## src/rtl/conv_window_gen.sv

```systemverilog
// Streaming KxK sliding-window generator for the convolution MAC.
// Line buffers plus a KxK shift array; one registered output stage.
module conv_window_gen #(
    parameter int KERNEL_SIZE = 3,
    parameter int INT_WIDTH   = 12,
    parameter int FRAC_WIDTH  = 20,
    parameter int IMG_WIDTH   = 8,
    parameter int IMG_HEIGHT  = 8
) (
    input  logic                                  clk,
    input  logic                                  rst,
    input  logic signed [INT_WIDTH+FRAC_WIDTH-1:0] pix_in,
    input  logic                                  pix_valid,
    output logic                                  pix_ready,
    output logic signed [INT_WIDTH+FRAC_WIDTH-1:0] win_out [0:KERNEL_SIZE*KERNEL_SIZE-1],
    output logic                                  win_valid,
    input  logic                                  win_ready,
    output logic                                  win_last
);

    localparam int PW = INT_WIDTH + FRAC_WIDTH;
    localparam int K  = KERNEL_SIZE;
    localparam int KK = KERNEL_SIZE * KERNEL_SIZE;
    localparam int CW = (IMG_WIDTH > 1) ? $clog2(IMG_WIDTH) : 1;
    localparam int RW = (IMG_HEIGHT > 1) ? $clog2(IMG_HEIGHT) : 1;

    logic [CW-1:0] col;
    logic [RW-1:0] row;

    // Line buffers are not reset: each slot is rewritten before a window uses it.
    logic signed [PW-1:0] lbuf [0:K-2][0:IMG_WIDTH-1];
    logic signed [PW-1:0] sreg [0:K-1][0:K-1];
    logic signed [PW-1:0] vcol [0:K-1];
    logic signed [PW-1:0] nwin [0:KK-1];

    logic accept;
    logic emit;
    logic col_end;
    logic row_end;

    assign pix_ready = !win_valid || win_ready;
    assign accept    = pix_valid && pix_ready;
    assign col_end   = (col == CW'(IMG_WIDTH - 1));
    assign row_end   = (row == RW'(IMG_HEIGHT - 1));
    assign emit      = accept
                       && (row >= RW'(K - 1))
                       && (col >= CW'(K - 1));

    // Vertical column (oldest line on top) and the window after the next shift.
    always_comb begin
        for (int r = 0; r < K - 1; r++) begin
            vcol[r] = lbuf[r][col];
        end
        vcol[K-1] = pix_in;
        for (int r = 0; r < K; r++) begin
            for (int c = 0; c < K - 1; c++) begin
                nwin[r*K+c] = sreg[r][c+1];
            end
            nwin[r*K+K-1] = vcol[r];
        end
    end

    // Raster position of the next pixel; wraps at frame end for gapless frames.
    always_ff @(posedge clk) begin
        if (rst) begin
            col <= '0;
            row <= '0;
        end else if (accept) begin
            if (col_end) begin
                col <= '0;
                row <= row_end ? '0 : row + 1'b1;
            end else begin
                col <= col + 1'b1;
            end
        end
    end

    // Each line buffer slot moves up one line; the new pixel enters at the bottom.
    always_ff @(posedge clk) begin
        if (accept) begin
            for (int i = 0; i < K - 2; i++) begin
                lbuf[i][col] <= lbuf[i+1][col];
            end
            lbuf[K-2][col] <= pix_in;
        end
    end

    // Window shift array: columns move left, the new vertical column enters right.
    always_ff @(posedge clk) begin
        if (rst) begin
            for (int r = 0; r < K; r++) begin
                for (int c = 0; c < K; c++) begin
                    sreg[r][c] <= '0;
                end
            end
        end else if (accept) begin
            for (int r = 0; r < K; r++) begin
                for (int c = 0; c < K; c++) begin
                    sreg[r][c] <= nwin[r*K+c];
                end
            end
        end
    end

    // Output register: load on an emitting accept, clear valid once consumed.
    always_ff @(posedge clk) begin
        if (rst) begin
            win_valid <= 1'b0;
            win_last  <= 1'b0;
            for (int i = 0; i < KK; i++) begin
                win_out[i] <= '0;
            end
        end else if (emit) begin
            win_valid <= 1'b1;
            win_last  <= col_end && row_end;
            win_out   <= nwin;
        end else if (win_ready) begin
            win_valid <= 1'b0;
            win_last  <= 1'b0;
        end
    end

endmodule

```

## config.mk

```make
export PLATFORM = sky130hd
export DESIGN_NAME = conv_window_gen
export DESIGN_NICKNAME = d
export VERILOG_FILES = /design/src/rtl/conv_window_gen.sv
export SDC_FILE = /design/constraint.sdc
export NUM_CORES = 1
export LEC_CHECK = 0
export ABC_AREA = 1
export BUFFER_PORTS_ARGS = -buffer_cell sky130_fd_sc_hd__buf_2
export CAP_MARGIN = 20
export CORE_MARGIN = 3
export CORE_UTILIZATION = 60
export CTS_CLUSTER_SIZE = 16
export DETAILED_ROUTE_END_ITERATION = 16
export PLACE_DENSITY = 0.87
export RECOVER_POWER = 100
export SYNTH_ARGS = -nofsm -noshare
export SYNTH_HDL_FRONTEND = slang
export SYNTH_SLANG_ARGS = --single-unit
```

## constraint.sdc

```tcl
create_clock -name clk -period 23.9 [get_ports clk]
set_input_delay 7.17 -clock clk [delete_from_list [all_inputs] [get_ports clk]]
set_output_delay 7.17 -clock clk [all_outputs]
set_load 0.05 [all_outputs]
```

==> results.yml, run 1 <==
logic_synthesis:
  syn_area_um2: 38880
  syn-num-nets: 3910
  yosys_warnings: 0
  synth_cells: 3869
  synth_cell_types: 29
  synth_top_cell_area_share_pct: 54.37
  synthTopCellsByArea: "edfxtp_1 54%, dfxtp_1 15%, nand2_1 12%"
  yosysSeqAreaShare_pct: 69.61
  ys_ff_latch: 1000
  synth_top_cell_by_area: "edfxtp_1"
  syn_area_per_cell_um2: 10.05
sta:
  fin_crit_ps: 17510
  hold_violations: 0
  tightest_slew_ps: 7692
  clock.fmax_ghz: 0.05711
  final-max-slew-violation-count: 1459
  rsz0062_at_grt: "no"
  setup_violations: 0
  worst_slack_ps: 6390
  period_share_pct: 73.26
  slew_headroom_pct: -412.8
  hold_ws_ps: 478.1
  fin_skew_ps: 30.43
  timing.setup.tns_ps: 0
routing:
  drtPass1Iterations: 6
  routedWlPerCell_um: 19.89
  routed_wl_um: 100200
  first_iter_violations: 3861
  antenna_left: 0
  via_count: 28150
  vias_per_cell: 5.587
  drc_errors: 0
final_layout:
  fin_nets: 4147
  stdcell_area_um2: 43450
  multi_input_area_um2: 9635
  area.growth.synth_to_final_pct: 11.73
  register_area_um2: 27070
  final_util_pct: 68.37
  final_layout_size_suffix_gt1_share_pct: 4.199
  nFillCells: 4588
critical_path:
  cp.arrival_ps: 18040
  required_ps: 24430
  critPathMaxStageDelay_ps: 5720
  end_kind: "register"
  critical_path_class: "primary input to register"
  setup.worst_path.start_class: "primary input"
  cpMaxStageDelayCell: "clkinvlp_2"
  worstPathMaxFanout: 196
  crit_chain: "buf_2, inv_1, nand2_1, nand2_1, clkinvlp_2, nand3_1, clkinvlp_2, clkbuf_1, nor2_1, nor2_1"
power_and_ir_drop:
  p_leak_uw: 0.01731
  powerDensity_nw_per_um2: 86.04
  vdd_drop_max_mv: 0.06487
global_route:
  grt_max_degree: 197
  antenna_found_initial: 1
  overflow: 0
  track_usage_pct: 28.97
  first_global_vias: 26850
  grt_pass1_wl_um: 150700
floorplanning:
  die_area_um2: 67900
  core_area_um2: 63540
  num_rows: 92
  fp.dieH_um: 260.6
  initial_core_util_pct: 61.19
  io_pins: 327
  dieWidth_um: 260.6
cts:
  root_buffer: "clkbuf_16"
  clkTransAtPathRegs_ps: 60
  clock_sinks: 1000
  cts_setup_buffers: 0
  clk_latency_ps: 660
  h-tree-depth: 3
  postCtsHoldBufs: 0
  cts_resized: 0
  numCtsBuffers: 97
  cts_buffer_depth: 3
  cts_tree: "yes"
place:
  gp_congestion: 0.7905
  dp_hpwl_um: 56520
  place_ws_ps: 9111
  port_buffers: 326
  place_area_um2: 40780
outcome:
  violations: "capacitance limit, slew limit"
  outcome: "complete, but fails checks"
run:
  drv_cap: 24
min_path:
  hp-class: "register to register"
area by class of cell:
| class | count | share of cell area (%) |
|---|---|---|
| Sequential cell | 1000 | 62.32 |
| Inverter | 270 | 2.364 |
| Multi-Input combinational cell | 2377 | 22.18 |
| Tap cell | 846 | 2.436 |
| Clock buffer | 121 | 6.016 |
| Clock inverter | 63 | 1.446 |
| Timing Repair Buffer | 360 | 3.237 |
| Antenna cell | 1 | 0.005760 |
power breakdown:
group	internal [uW]	switching [uW]
combinational	50.7	181
clock	899	651
sequential	1930	26.9
total	2880	859
per-layer routing:
layer  share of wire [%]  vias to the layer above  track usage (%)
li1                    -                    12980                -
met1                  37                    13080            38.04
met2                  47                     1783            46.01
met3                  12                      296            7.550
met4                 4.0                        0            12.48
met5                   0                        -                0
worst max-delay path: cells and delay by family:
| family | cells | cell delay (ps) |
|---|---|---|
| AND/OR/NAND/NOR | 5 | 1570 |
| buffers and inverters | 5 | 9210 |
registers in the layout, indices dropped and copies added, names as in the netlist:
signal / flops
sreg: 192
row: 3
col: 3
win_valid: 1
lbuf: 512
win_out: 288
win_last: 1
cell usage in the layout (no fill, tap or decap), drive strengths merged:
cell and count:
dfxtp 296, nor4 5, a21oi 133, nand3 94, o21ai 226, edfxtp 704, nor2 593, nor3 2
bufinv 11, diode 1, clkbuf 465, clkinvlp 4, or2 1, nand4 24, ha 5, buf 16
clkinv 44, nand3b 1, nand2 1292, o22ai 1, inv 274
logic make-up (layout without fill, tap and decap cells):
kind of cell,after synthesis,after routing,synth area share (%)
compound gates,360,360,4.637
fa+ha+maj,5,5,0.1609
buf+inv,492,814,5.567
flops,1000,1000,69.61
other cells,0,1,0
simple gates,2012,2012,20.03
synth_stat cells (all sizes together):
| master | n |
|---|---|
| nand4 | 24 |
| or2 | 1 |
| nor4 | 5 |
| a21oi | 133 |
| nor2 | 593 |
| nor3 | 2 |
| clkbuf | 77 |
| o22ai | 1 |
| edfxtp | 704 |
| buf | 145 |
| o21ai | 226 |
| dfxtp | 296 |
| nand2 | 1292 |
| clkinv | 1 |
| nand3 | 94 |
| nand3b | 1 |
| ha | 5 |
| inv | 269 |
through the flow:
| step | instances | power [uW] |
|---|---|---|
| 2_1_floorplan | 3869 | 2131 |
| 3_3_place_gp | 4852 | 2196 |
| 3_5_place_dp | 4852 | 2208 |
| 4_1_cts | 5036 | 3737 |
| 5_1_grt | 5037 | 3842 |
| 6_report | 5038 | 3738 |
final timing paths:
kind	start	endpoint	slack, ps	cells past startpoint
worst max-delay path	win_ready	win_out[67]$_SDFFE_PP0P_	6390	10
worst min register to register	win_out[253]$_SDFFE_PP0P_	win_out[253]$_SDFFE_PP0P_	480	2
worst min-delay path	win_out[253]$_SDFFE_PP0P_	win_out[253]$_SDFFE_PP0P_	480	2
worst max register to register	col[1]$_SDFFE_PP0P_	lbuf[0][319]$_DFFE_PP_	9080	5
Power figures use the tool's default switching activity.
==> run 2: changes to the inputs <==
CORE_UTILIZATION = 59   (was 60)
PLACE_DENSITY = 0.86   (was 0.87)
clock period = 17 ns   (was 23.9 ns; I/O delays follow)
==> run 2 against run 1 <==
Net effect:
- global-route usage decreased by 0.82 points
- largest cell class unchanged
- utilization shrank 1.2 points
- largest power group unchanged
- non-clock buffer count up 3
- worst hold slack gained 1.3 ps
- the flow still finishes with violations (capacitance limit, slew limit)
- setup slack worse by 2400 ps
- die area is 1.7% higher
- combinational power up 37%
- register-to-register slack worse by 3300 ps
- flip-flop and latch count unchanged
==> results.yml, run 2 (synthesized netlist as in run 1, its figures left out) <==
floorplanning:
  fp.dieH_um: 262.7
  core_area_um2: 64810
  die_area_um2: 69020
  initial_core_util_pct: 59.99
  io_pins: 327
  num_rows: 93
  dieWidth_um: 262.7
cts:
  cts_tree: "yes"
  clk_latency_ps: 680
  clkTransAtPathRegs_ps: 60
  clock_sinks: 1000
  cts_setup_buffers: 0
  h-tree-depth: 3
  cts_buffer_depth: 3
  numCtsBuffers: 98
  root_buffer: "clkbuf_16"
  postCtsHoldBufs: 0
  cts_resized: 0
power_and_ir_drop:
  p_leak_uw: 0.01734
  powerDensity_nw_per_um2: 120.0
  seqPwrFrac_pct: 52.7
  sw_frac_of_total_pct: 22.92
  combPwrFrac_pct: 6.1
  clkPwrFrac_pct: 41.2
  power_switching_uw: 1198
  vdd_drop_max_mv: 0.09170
  p_int_uw: 4028
final_layout:
  regMostFlops: "lbuf"
  antenna_cells: 0
  reg_top3: "lbuf x512, win_out x288, sreg x192"
  final_layout_size_suffix_gt1_share_pct: 4.099
  final_common_cell: "nand2_1"
  fin_nets: 4151
  layout_common_cells: "1,291 x nand2_1, 704 x edfxtp_1, 592 x nor2_1"
  largest_reg_flops: 512
  area.growth.synth_to_final_pct: 11.98
critical_path:
  rrSetupSlack_ps: 5730
  crit_family: "buffers and inverters"
  worst-path-buf-inv: 5
  cpMaxStageDelayCell: "clkbuf_1"
  crit_top_cell: "nand2_1"
  critPathMaxStageDelay_ps: 2480
  timing.rr.start: "col[2]$_SDFFE_PP0P_"
  path_depth: 9
  r2r_cells: 6
  cp.arrival_ps: 13280
  required_ps: 17240
  critical_path_class: "primary input to register"
  cp-startpoint: "win_ready"
  crit_chain: "buf_2, inv_1, nand2_1, nand2_1, clkinvlp_2, nand2_1, clkbuf_1, clkbuf_1, a21oi_1"
  worstPathMaxFanout: 65
  reg2reg_to: "lbuf[0][165]$_DFFE_PP_"
  setup.worst_path.start_class: "primary input"
  end_kind: "register"
global_route:
  overflow: 0
  grt_pass1_wl_um: 151500
  first_global_vias: 26450
  grt_max_degree: 193
  antenna_found_initial: 1
  track_usage_pct: 28.15
sta:
  hold_violations: 0
  rsz0062_at_grt: "no"
  timing.setup.tns_ps: 0
  setup_violations: 0
  final-max-slew-violation-count: 1192
  fin_crit_ps: 13040
  slew_headroom_pct: -217.0
  period_share_pct: 76.71
  worst_slack_ps: 3959
  clock.fmax_ghz: 0.07668
  fin_skew_ps: 31.40
  tightest_slew_ps: 4755
place:
  gp_congestion: 0.8059
  place_ws_ps: 6344
  port_buffers: 326
  dp_hpwl_um: 55710
routing:
  via_count: 27810
  routedWlPerCell_um: 19.73
  drtPass1Iterations: 6
  antenna_left: 0
  routed_wl_um: 99650
  drc_errors: 0
  first_iter_violations: 3343
  vias_per_cell: 5.506
min_path:
  worstHoldPathCells: 2
  hp-class: "register to register"
  hold_end: "win_out[283]$_SDFFE_PP0P_"
  min-delay-start: "win_out[283]$_SDFFE_PP0P_"
outcome:
  outcome: "complete, but fails checks"
  violations: "capacitance limit, slew limit"
run:
  drv_cap: 24
## run 2: changes by cell type in the layout (fill, tap and decap cells not counted), moves of 4 or more
cell and delta:
o21ai_0 +32, clkbuf_8 +8, o21ai_1 -32, clkinv_8 +4
inv_6 -5, clkinv_1 -11, bufinv_16 -4, clkbuf_1 +19
## run 2: how the worst max path moves through the flow
stage / slack [ps] / endpoint
after floorplan: 4630 / lbuf[0][0]$_DFFE_PP_
after global placement: 6340 / pix_ready
after detailed placement: 6340 / pix_ready
after CTS: 6340 / pix_ready
after global routing: 3420 / sreg[0][109]$_SDFFCE_PN0P_
final: 3960 / sreg[0][109]$_SDFFCE_PN0P_
## run 2: metrics by stage
step,power (uW),cells,area [um^2],utilization [%],hold WS (ps)
2_1_floorplan,2996,3869,38880,-,452.5
3_5_place_dp,3104,4861,40790,62.93,465.2
3_3_place_gp,3089,4861,40790,62.93,455.5
4_1_cts,5233,5047,44030,67.94,479.4
5_1_grt,5385,5051,43540,67.18,501.5
6_report,5225,5051,43540,67.18,479.4
## run 2: final cells by class
| type | instances | area [um^2] |
|---|---|---|
| Sequential cell | 1000 | 27070 |
| Fill cell | 4716 | 21270 |
| Multi-Input combinational cell | 2377 | 9635 |
| Clock buffer | 143 | 2773 |
| Timing Repair Buffer | 363 | 1481 |
| Tap cell | 855 | 1070 |
| Inverter | 270 | 1040 |
| Clock inverter | 43 | 470.5 |
## run 2: worst reg2reg max path, delay by kind of cell, from the launching register on
family / cells / cell delay (ps)
DFF: 1 / 690
buffers and inverters: 4 / 7630
and+or+nand+nor: 2 / 2460
## run 2: per-layer routing
layer,global-route usage [%],vias to the layer above,part of all wire (%)
met2,44.47,1699,47
met3,7.509,271,12
met4,11.58,0,4.0
li1,-,13000,-
met1,37.27,12840,38
met5,0,-,0
## run 2: power by group through the flow
| stage | combinational (uW) | sequential, uW | clock (uW) |
|---|---|---|---|
| 2_1_floorplan | 216 | 2780 | 0 |
| 3_3_place_gp | 292 | 2800 | 0 |
| 3_5_place_dp | 304 | 2800 | 0 |
| 4_1_cts | 311 | 2750 | 2170 |
| 5_1_grt | 352 | 2760 | 2270 |
| 6_report | 317 | 2760 | 2150 |
